**src/rtl/nrx_irq_latch.sv**
```systemverilog
// nrx_irq_latch -- Namco Z80 addressable output latch, IM2 vector register and prioritised interrupt latch.
// Rev 1.0
`default_nettype none

module nrx_irq_latch #(
  parameter int NSRC    = 2,
  parameter int LAW     = 3,
  parameter int IEBASE  = 1,
  parameter int EDGE    = 1,
  parameter int VMODE   = 0,
  parameter int AUTOCLR = 1
) (
  input  logic                CLK,
  input  logic                RESET_n,
  input  logic                CE,
  input  logic                LAT_WE,
  input  logic [LAW-1:0]      LAT_AD,
  input  logic                VEC_WE,
  input  logic [7:0]          DI,
  input  logic                IACK,
  input  logic [NSRC-1:0]     SRC,
  output logic                IRQ_n,
  output logic [7:0]          VEC,
  output logic [2**LAW-1:0]   LAT,
  output logic [NSRC-1:0]     PEND
);

  localparam int NLAT = 2**LAW;

  typedef enum logic [0:0] {
    S_IDLE = 1'b0,
    S_ACK  = 1'b1
  } state_t;

  state_t            r_state;
  state_t            w_state_nxt;

  logic [NLAT-1:0]   r_lat;
  logic [7:0]        r_vreg;
  logic [NSRC-1:0]   r_prev;
  logic [NSRC-1:0]   r_pend;
  logic              r_irq_n;
  logic [2:0]        r_svc;

  logic [NSRC-1:0]   w_en;
  logic [NSRC-1:0]   w_req;
  logic              w_any;
  logic [2:0]        w_sel;
  logic [NSRC-1:0]   w_set;
  logic [NSRC-1:0]   w_enclr;
  logic [NSRC-1:0]   w_ackclr;
  logic [NSRC-1:0]   w_pend_nxt;
  logic              w_take;
  logic [2:0]        w_idx;

  assign w_en   = r_lat[IEBASE +: NSRC];
  assign w_req  = r_pend & w_en;
  assign w_any  = |w_req;
  assign w_set  = (EDGE != 0) ? (SRC & ~r_prev) : SRC;
  assign w_take = CE && (r_state == S_IDLE) && IACK;

  // Lowest index wins; falls back to 0 when nothing is requesting.
  always_comb begin
    w_sel = 3'd0;
    for (int i = NSRC - 1; i >= 0; i--) begin
      if (w_req[i]) w_sel = 3'(i);
    end
  end

  always_comb begin
    w_enclr  = '0;
    w_ackclr = '0;
    for (int i = 0; i < NSRC; i++) begin
      w_enclr[i]  = LAT_WE && (LAT_AD == LAW'(IEBASE + i));
      w_ackclr[i] = (AUTOCLR != 0) && w_take && w_any && (w_sel == 3'(i));
    end
  end

  // New detects beat the acknowledge clear; enable writes beat everything.
  assign w_pend_nxt = ((r_pend & ~w_ackclr) | w_set) & ~w_enclr;

  always_comb begin
    w_state_nxt = r_state;
    case (r_state)
      S_IDLE:  if (CE && IACK)  w_state_nxt = S_ACK;
      S_ACK:   if (CE && !IACK) w_state_nxt = S_IDLE;
      default: w_state_nxt = S_IDLE;
    endcase
  end

  always_ff @(posedge CLK) begin
    if (!RESET_n) r_state <= S_IDLE;
    else          r_state <= w_state_nxt;
  end

  always_ff @(posedge CLK) begin
    if (!RESET_n) begin
      r_lat   <= '0;
      r_vreg  <= 8'h00;
      r_prev  <= '1;
      r_pend  <= '0;
      r_irq_n <= 1'b1;
      r_svc   <= 3'd0;
    end else if (CE) begin
      if (LAT_WE) r_lat[LAT_AD] <= DI[0];
      if (VEC_WE) r_vreg <= DI;
      r_prev  <= SRC;
      r_pend  <= w_pend_nxt;
      r_irq_n <= ~w_any;
      if (w_take) r_svc <= w_sel;
    end
  end

  assign w_idx = (r_state == S_ACK) ? r_svc : w_sel;
  assign VEC   = (VMODE != 0) ? {r_vreg[7:3], w_idx} : r_vreg;
  assign IRQ_n = r_irq_n;
  assign LAT   = r_lat;
  assign PEND  = r_pend;

endmodule

`default_nettype wire

```
**config.mk**
```make
export PLATFORM = sky130hd
export DESIGN_NAME = nrx_irq_latch
export DESIGN_NICKNAME = d
export VERILOG_FILES = /design/src/rtl/nrx_irq_latch.sv
export SDC_FILE = /design/constraint.sdc
export NUM_CORES = 1
export LEC_CHECK = 0
export ABC_AREA = 1
export ABC_CLOCK_PERIOD_IN_PS = 800
export BUFFER_PORTS_ARGS = -buffer_cell sky130_fd_sc_hd__buf_2
export CAP_MARGIN = 20
export CORE_AREA = 2 2 50 52
export DETAILED_ROUTE_END_ITERATION = 6
export DIE_AREA = 0 0 52 54
export PLACE_DENSITY = 0.71
export SETUP_SLACK_MARGIN = 0.2
export SYNTH_ARGS = -nofsm -noshare
export SYNTH_HDL_FRONTEND = slang
export SYNTH_SLANG_ARGS = --single-unit
```
**constraint.sdc**
```tcl
create_clock -name CLK -period 0.8 [get_ports CLK]
set_input_delay 0.16 -clock CLK [delete_from_list [all_inputs] [get_ports CLK]]
set_output_delay 0.16 -clock CLK [all_outputs]
set_load 0.01 [all_outputs]
```
==> impl_metrics.json, run 1 <==
{
  "synth_area_um2": 903,
  "io_pins": 38,
  "worst_path_max_delay_cell": "dfxtp_2",
  "grt_pass1_wl_um": 3710,
  "power_density_nw_per_um2": 1410,
  "holdCritPathClass": "in -> reg",
  "place_inst": 190,
  "setup_slack_ns": -0.154,
  "cp.depth": 1,
  "finalSetupViolations": 22,
  "slew_headroom_pct": 85.5,
  "dr.pass1.iters": 4,
  "max_freq_mhz": 1050,
  "power.total_uw": 2200,
  "antenna_left": 0,
  "rsz0062_at_grt": "true",
  "viasPerCell": 4.86,
  "cp.required_ns": 0.64,
  "worstMarginPinSlew_ns": 0.217,
  "cp.arrival_ns": 0.79,
  "finalMaxSlewViolations": 0,
  "initial_core_util_pct": 38.9,
  "finalClockSkew_ns": 0.000497,
  "outcome": "complete, but fails checks",
  "antenna_found_initial": 0,
  "clk_latency_ns": 0.31,
  "grt_overflow_total": 0,
  "core_um2": 2320,
  "violations": "setup timing",
  "wl_per_cell_um": 12.4,
  "synth_nets": 143,
  "grt_pass1_vias": 883,
  "drive_gt1_share_pct": 62.6,
  "cp_max_fo": 2,
  "final_cells": 204,
  "drcViolationCount": 0,
  "htree_levels": 1,
  "clk_pin_slew_ns": 0.12,
  "cts_tree": "built",
  "finalWirelength_um": 2530,
  "timing.final.crit_share_pct": 119,
  "dp_hpwl_um": 1640,
  "die_area_um2": 2810,
  "synth_cell_types": 16,
  "num_antenna_cells": 0,
  "drt_iter0_drc": 16,
  "path_buf_inv": 1,
  "portBuffers": 37,
  "cts_buffer_depth": 2,
  "worstSetupEndpointType": "output pin",
  "avgSynthCellArea_um2": 7.29,
  "crit_chain": "buf_6",
  "worstSetupPathType": "reg -> out",
  "placed_area_um2": 1190,
  "synth-seq-cells": 22,
  "yosys-top-cells-area": "dfxtp_1, nand2_1, a21oi_1, nor2_1, nand3_1",
  "die_w_um": 52,
  "cp-start-kind": "flop",
  "track_usage_pct": 18.0,
  "mostFrequentLayoutCells": "buf_6, dfxtp_2, nand2_1, buf_2",
  "nets": 194,
  "p_leak_uw": 0.000662,
  "root_buffer": "clkbuf_4",
  "yosys.area.top_type": "dfxtp_1",
  "synth_top_area_share_pct": 48.8,
  "maxCapViolations": 0,
  "whs_path_depth": 3,
  "yosysWarnings": 0,
  "period_needed_ns": 0.954,
  "grt_max_degree": 13,
  "vdd.ir_drop.worst_uv": 983,
  "die_h_um": 54,
  "cts.sinks": 22,
  "design_area_um2": 1560,
  "vias": 992,
  "fp-row-count": 18,
  "cts_made_buffers": 3,
  "ff2ff_path_depth": 6,
  "synth_cells": 124,
  "yosysSeqAreaShare_pct": 48.8,
  "post-route-util_pct": 67.3,
  "hold_viol": 0,
  "globalplace.congestion": 0.810,
  "crit_family": "flip-flops",
  "cpPeakStageDelay_ns": 0.38,
  "final_common_cell": "buf_6",
  "syn_to_final_growth_pct": 72.9
}
-- kinds of logic (layout without fill, tap and decap cells) --
family / after synthesis / in the layout / synth area share, %
AO/OA/AOI/OAI: 25 / 25 / 13.9
flip-flops: 22 / 22 / 48.8
AND/OR/NAND/NOR: 63 / 63 / 30.7
buffers and inverters: 14 / 64 / 6.65
-- Yosys cell counts, drive strengths merged --
master / n
inv: 9
buf: 2
nand2: 30
dfxtp: 22
clkinv: 1
a21oi: 15
nand3: 11
nor2: 22
clkbuf: 2
o21ai: 10
-- registers in the layout, indices dropped and copies added (netlist names), named ones only --
register	flops
LAT	8
VEC	8
PEND	2
r_prev	2
IRQ_n	1
-- power breakdown --
group	switching [µW]	internal (µW)	total, µW
combinational	213	203	416
sequential	33.7	1150	1180
clock	324	278	602
-- what timing repair did --
action / 4_1_cts / 5_1_grt
resized for setup: 39 / 38
hold endpoints to repair: 0 / 0
setup endpoints to repair: 25 / 40
hold buffers: 0 / 0
setup buffers: 8 / 2
pin swaps: 6 / 16
-- through the flow --
step                      setup slack [ns]  setup TNS [ns]  hold slack, ns
after global routing                -0.183           -3.16           0.101
after CTS                           -0.137           -2.47          0.0821
after detailed placement            -0.144           -1.96           0.408
final                               -0.154           -2.48          0.0903
after global placement              -0.109           -1.44           0.397
after floorplan                     0.0515               0           0.284
-- path summary, 6_finish.rpt --
path	startpoint	slack [ns]	to
setup reg to reg	LAT[2]	-0.14	PEND[1]
hold reg to reg	r_prev[1]	0.47	r_prev[1]
hold / removal	DI[2]	0.09	VEC[2]
setup / recovery	LAT[2]	-0.15	LAT[2]
-- routing by layer --
metal | GRT usage (%) | vias to the layer above | wire length, µm
met2 | 32.3 | 30 | 1300
met3 | 3.06 | 4 | 130
met5 | 0 | - | 0
met1 | 20.2 | 457 | 1060
li1 | - | 501 | -
met4 | 10.1 | 0 | 36
-- cell type report --
class / count / area [µm²]
well taps: 30 / 37.5
inverters: 10 / 45.0
clock buffers: 4 / 36.3
repair buffers: 50 / 453
multi-input cells: 88 / 524
flip-flops and latches: 22 / 465
fillers: 191 / 758
Power figures use the tool's default switching activity.
==> inputs of run 2 (changes only) <==
--- a/config.mk
+++ b/config.mk
@@ -15,4 +15,6 @@
 export PLACE_DENSITY = 0.71
 export SETUP_SLACK_MARGIN = 0.2
+export SKIP_CTS_REPAIR_TIMING = 1
+export SLEW_MARGIN = 0
 export SYNTH_ARGS = -nofsm -noshare
 export SYNTH_HDL_FRONTEND = slang
==> constraint.sdc (replaced) <==
create_clock -name CLK -period 0.8 [get_ports CLK]
set_input_delay 0.16 -clock CLK [delete_from_list [all_inputs] [get_ports CLK]]
set_output_delay 0.16 -clock CLK [all_outputs]
set_load 0.005 [all_outputs]
==> run 2 against run 1 <==
Compared with the run above:
- the run still ends with setup timing left
- global-route usage is 2.5 points lower
- routed wire length is 6.7% lower
- non-clock buffer count is 7 lower
- clock power is 18% lower
- die area stayed put
- fmax is 0.62% lower
- critical path depth stayed put
- power is 8.7% lower
- combinational power is 17% lower
- cell count is 3.9% lower
- sequential cell count stayed put
- clock-buffer cell count is 1 lower
- largest cell class unchanged
- highest routed layer unchanged
==> impl_metrics.json, run 2 (synthesis results as in run 1) <==
{
  "globalplace.congestion": 0.795,
  "antenna_left": 0,
  "p_leak_uw": 0.000595,
  "worstMarginPinSlew_ns": 0.251,
  "syn_to_final_growth_pct": 52.6,
  "track_usage_pct": 15.5,
  "final_common_cell": "buf_2",
  "clk_pin_slew_ns": 0.12,
  "maxCapViolations": 0,
  "mostFrequentLayoutCells": "buf_2, nand2_1, dfxtp_2, nor2_1, nand3_1",
  "outcome": "complete, but fails checks",
  "placed_area_um2": 1190,
  "holdCritPathClass": "in -> reg",
  "seqPwrFrac_pct": 58.3,
  "tns_ns": -2.29,
  "die_h_um": 54,
  "clk_latency_ns": 0.30,
  "cts.sinks": 22,
  "nets": 187,
  "slew_headroom_pct": 83.3,
  "timing.final.crit_share_pct": 120,
  "io_pins": 38,
  "cts_buffer_depth": 2,
  "finalClockSkew_ns": 0.00288,
  "finalSetupViolations": 20,
  "worstSetupPathType": "reg -> out",
  "cp.arrival_ns": 0.80,
  "cpPeakStageDelay_ns": 0.39,
  "cp-start-kind": "flop",
  "viasPerCell": 4.79,
  "crit_chain": "buf_6",
  "num_antenna_cells": 0,
  "die_w_um": 52,
  "portBuffers": 37,
  "crit_family": "flip-flops",
  "clkPwrFrac_pct": 24.5,
  "cp_max_fo": 5,
  "pwr-share-comb_pct": 17.2,
  "rsz0062_at_grt": "true",
  "worst_path_max_delay_cell": "dfxtp_4",
  "vdd.ir_drop.worst_uv": 743,
  "finalWirelength_um": 2360,
  "grt_max_degree": 12,
  "fp-row-count": 18,
  "max_freq_mhz": 1040,
  "drt_iter0_drc": 7,
  "grt_pass1_vias": 777,
  "worstSetupEndpointType": "output pin",
  "root_buffer": "clkbuf_4",
  "drcViolationCount": 0,
  "switching_share_pct": 26.5,
  "switchingPower_uw": 533,
  "path_buf_inv": 1,
  "design_area_um2": 1380,
  "drive_gt1_share_pct": 54.8,
  "initial_core_util_pct": 38.9,
  "violations": "setup timing",
  "htree_levels": 1,
  "grt_pass1_wl_um": 3230,
  "vias": 939,
  "grt_overflow_total": 0,
  "cts_made_buffers": 3,
  "nFillCells": 215,
  "dp_hpwl_um": 1580,
  "power_density_nw_per_um2": 1460,
  "dr.pass1.iters": 4,
  "core_um2": 2320,
  "period_needed_ns": 0.960,
  "setup_slack_ns": -0.160,
  "cts_tree": "built",
  "antenna_found_initial": 0,
  "wl_per_cell_um": 12.0,
  "hold_viol": 0,
  "die_area_um2": 2810,
  "holdWs_ns": 0.0976,
  "p_int_uw": 1480,
  "finalMaxSlewViolations": 0,
  "cp.required_ns": 0.64
}
-- run 2: final timing paths --
kind / startpoint / end / slack, ns / depth (start not counted)
max: LAT[1] / LAT[1] / -0.16 / 1
min: SRC[1] / r_prev[1] / 0.1 / 3
max reg2reg: LAT[2] / PEND[1] / 0 / 5
min reg2reg: LAT[7] / LAT[7] / 0.46 / 2
-- run 2: power by group through the flow --
stage               Combinational [µW]  Clock [µW]  Sequential (µW)
global route                       388         562             1180
detailed placement                 298           0             1190
floorplan                          158           0             1190
CTS                                299         497             1170
finish                             345         492             1170
global placement                   291           0             1190
-- run 2: worst reg2reg max path, delay by kind of cell, from the launching register on --
kind / cells / cell delay [ns]
AO/OA/AOI/OAI: 2 / 0.14
flip-flops: 1 / 0.39
buffers and inverters: 1 / 0.05
AND/OR/NAND/NOR: 2 / 0.13
-- run 2: layout make-up --
| type | instances | area (µm²) | area share [%] |
|---|---|---|---|
| clock buffers | 3 | 22.5 | 1.63 |
| inverters | 10 | 45.0 | 3.27 |
| multi-input cells | 88 | 494 | 35.8 |
| flip-flops and latches | 22 | 474 | 34.4 |
| well taps | 30 | 37.5 | 2.72 |
| repair buffers | 43 | 305 | 22.1 |
-- run 2: per-stage QoR --
step | instances | total power [µW] | util [%] | setup WS, ns
2_1_floorplan | 124 | 1350 | - | 0.0763
3_3_place_gp | 190 | 1480 | 51.2 | -0.110
3_5_place_dp | 190 | 1490 | 51.2 | -0.145
4_1_cts | 193 | 1960 | 52.2 | -0.157
5_1_grt | 196 | 2130 | 59.4 | -0.189
6_report | 196 | 2010 | 59.4 | -0.160
-- run 2: per-layer routing --
metal	GRT usage, %	part of all wire, %
met5	0	0
met4	7.46	2.0
met3	3.06	6.3
met2	25.3	49
met1	19.7	43
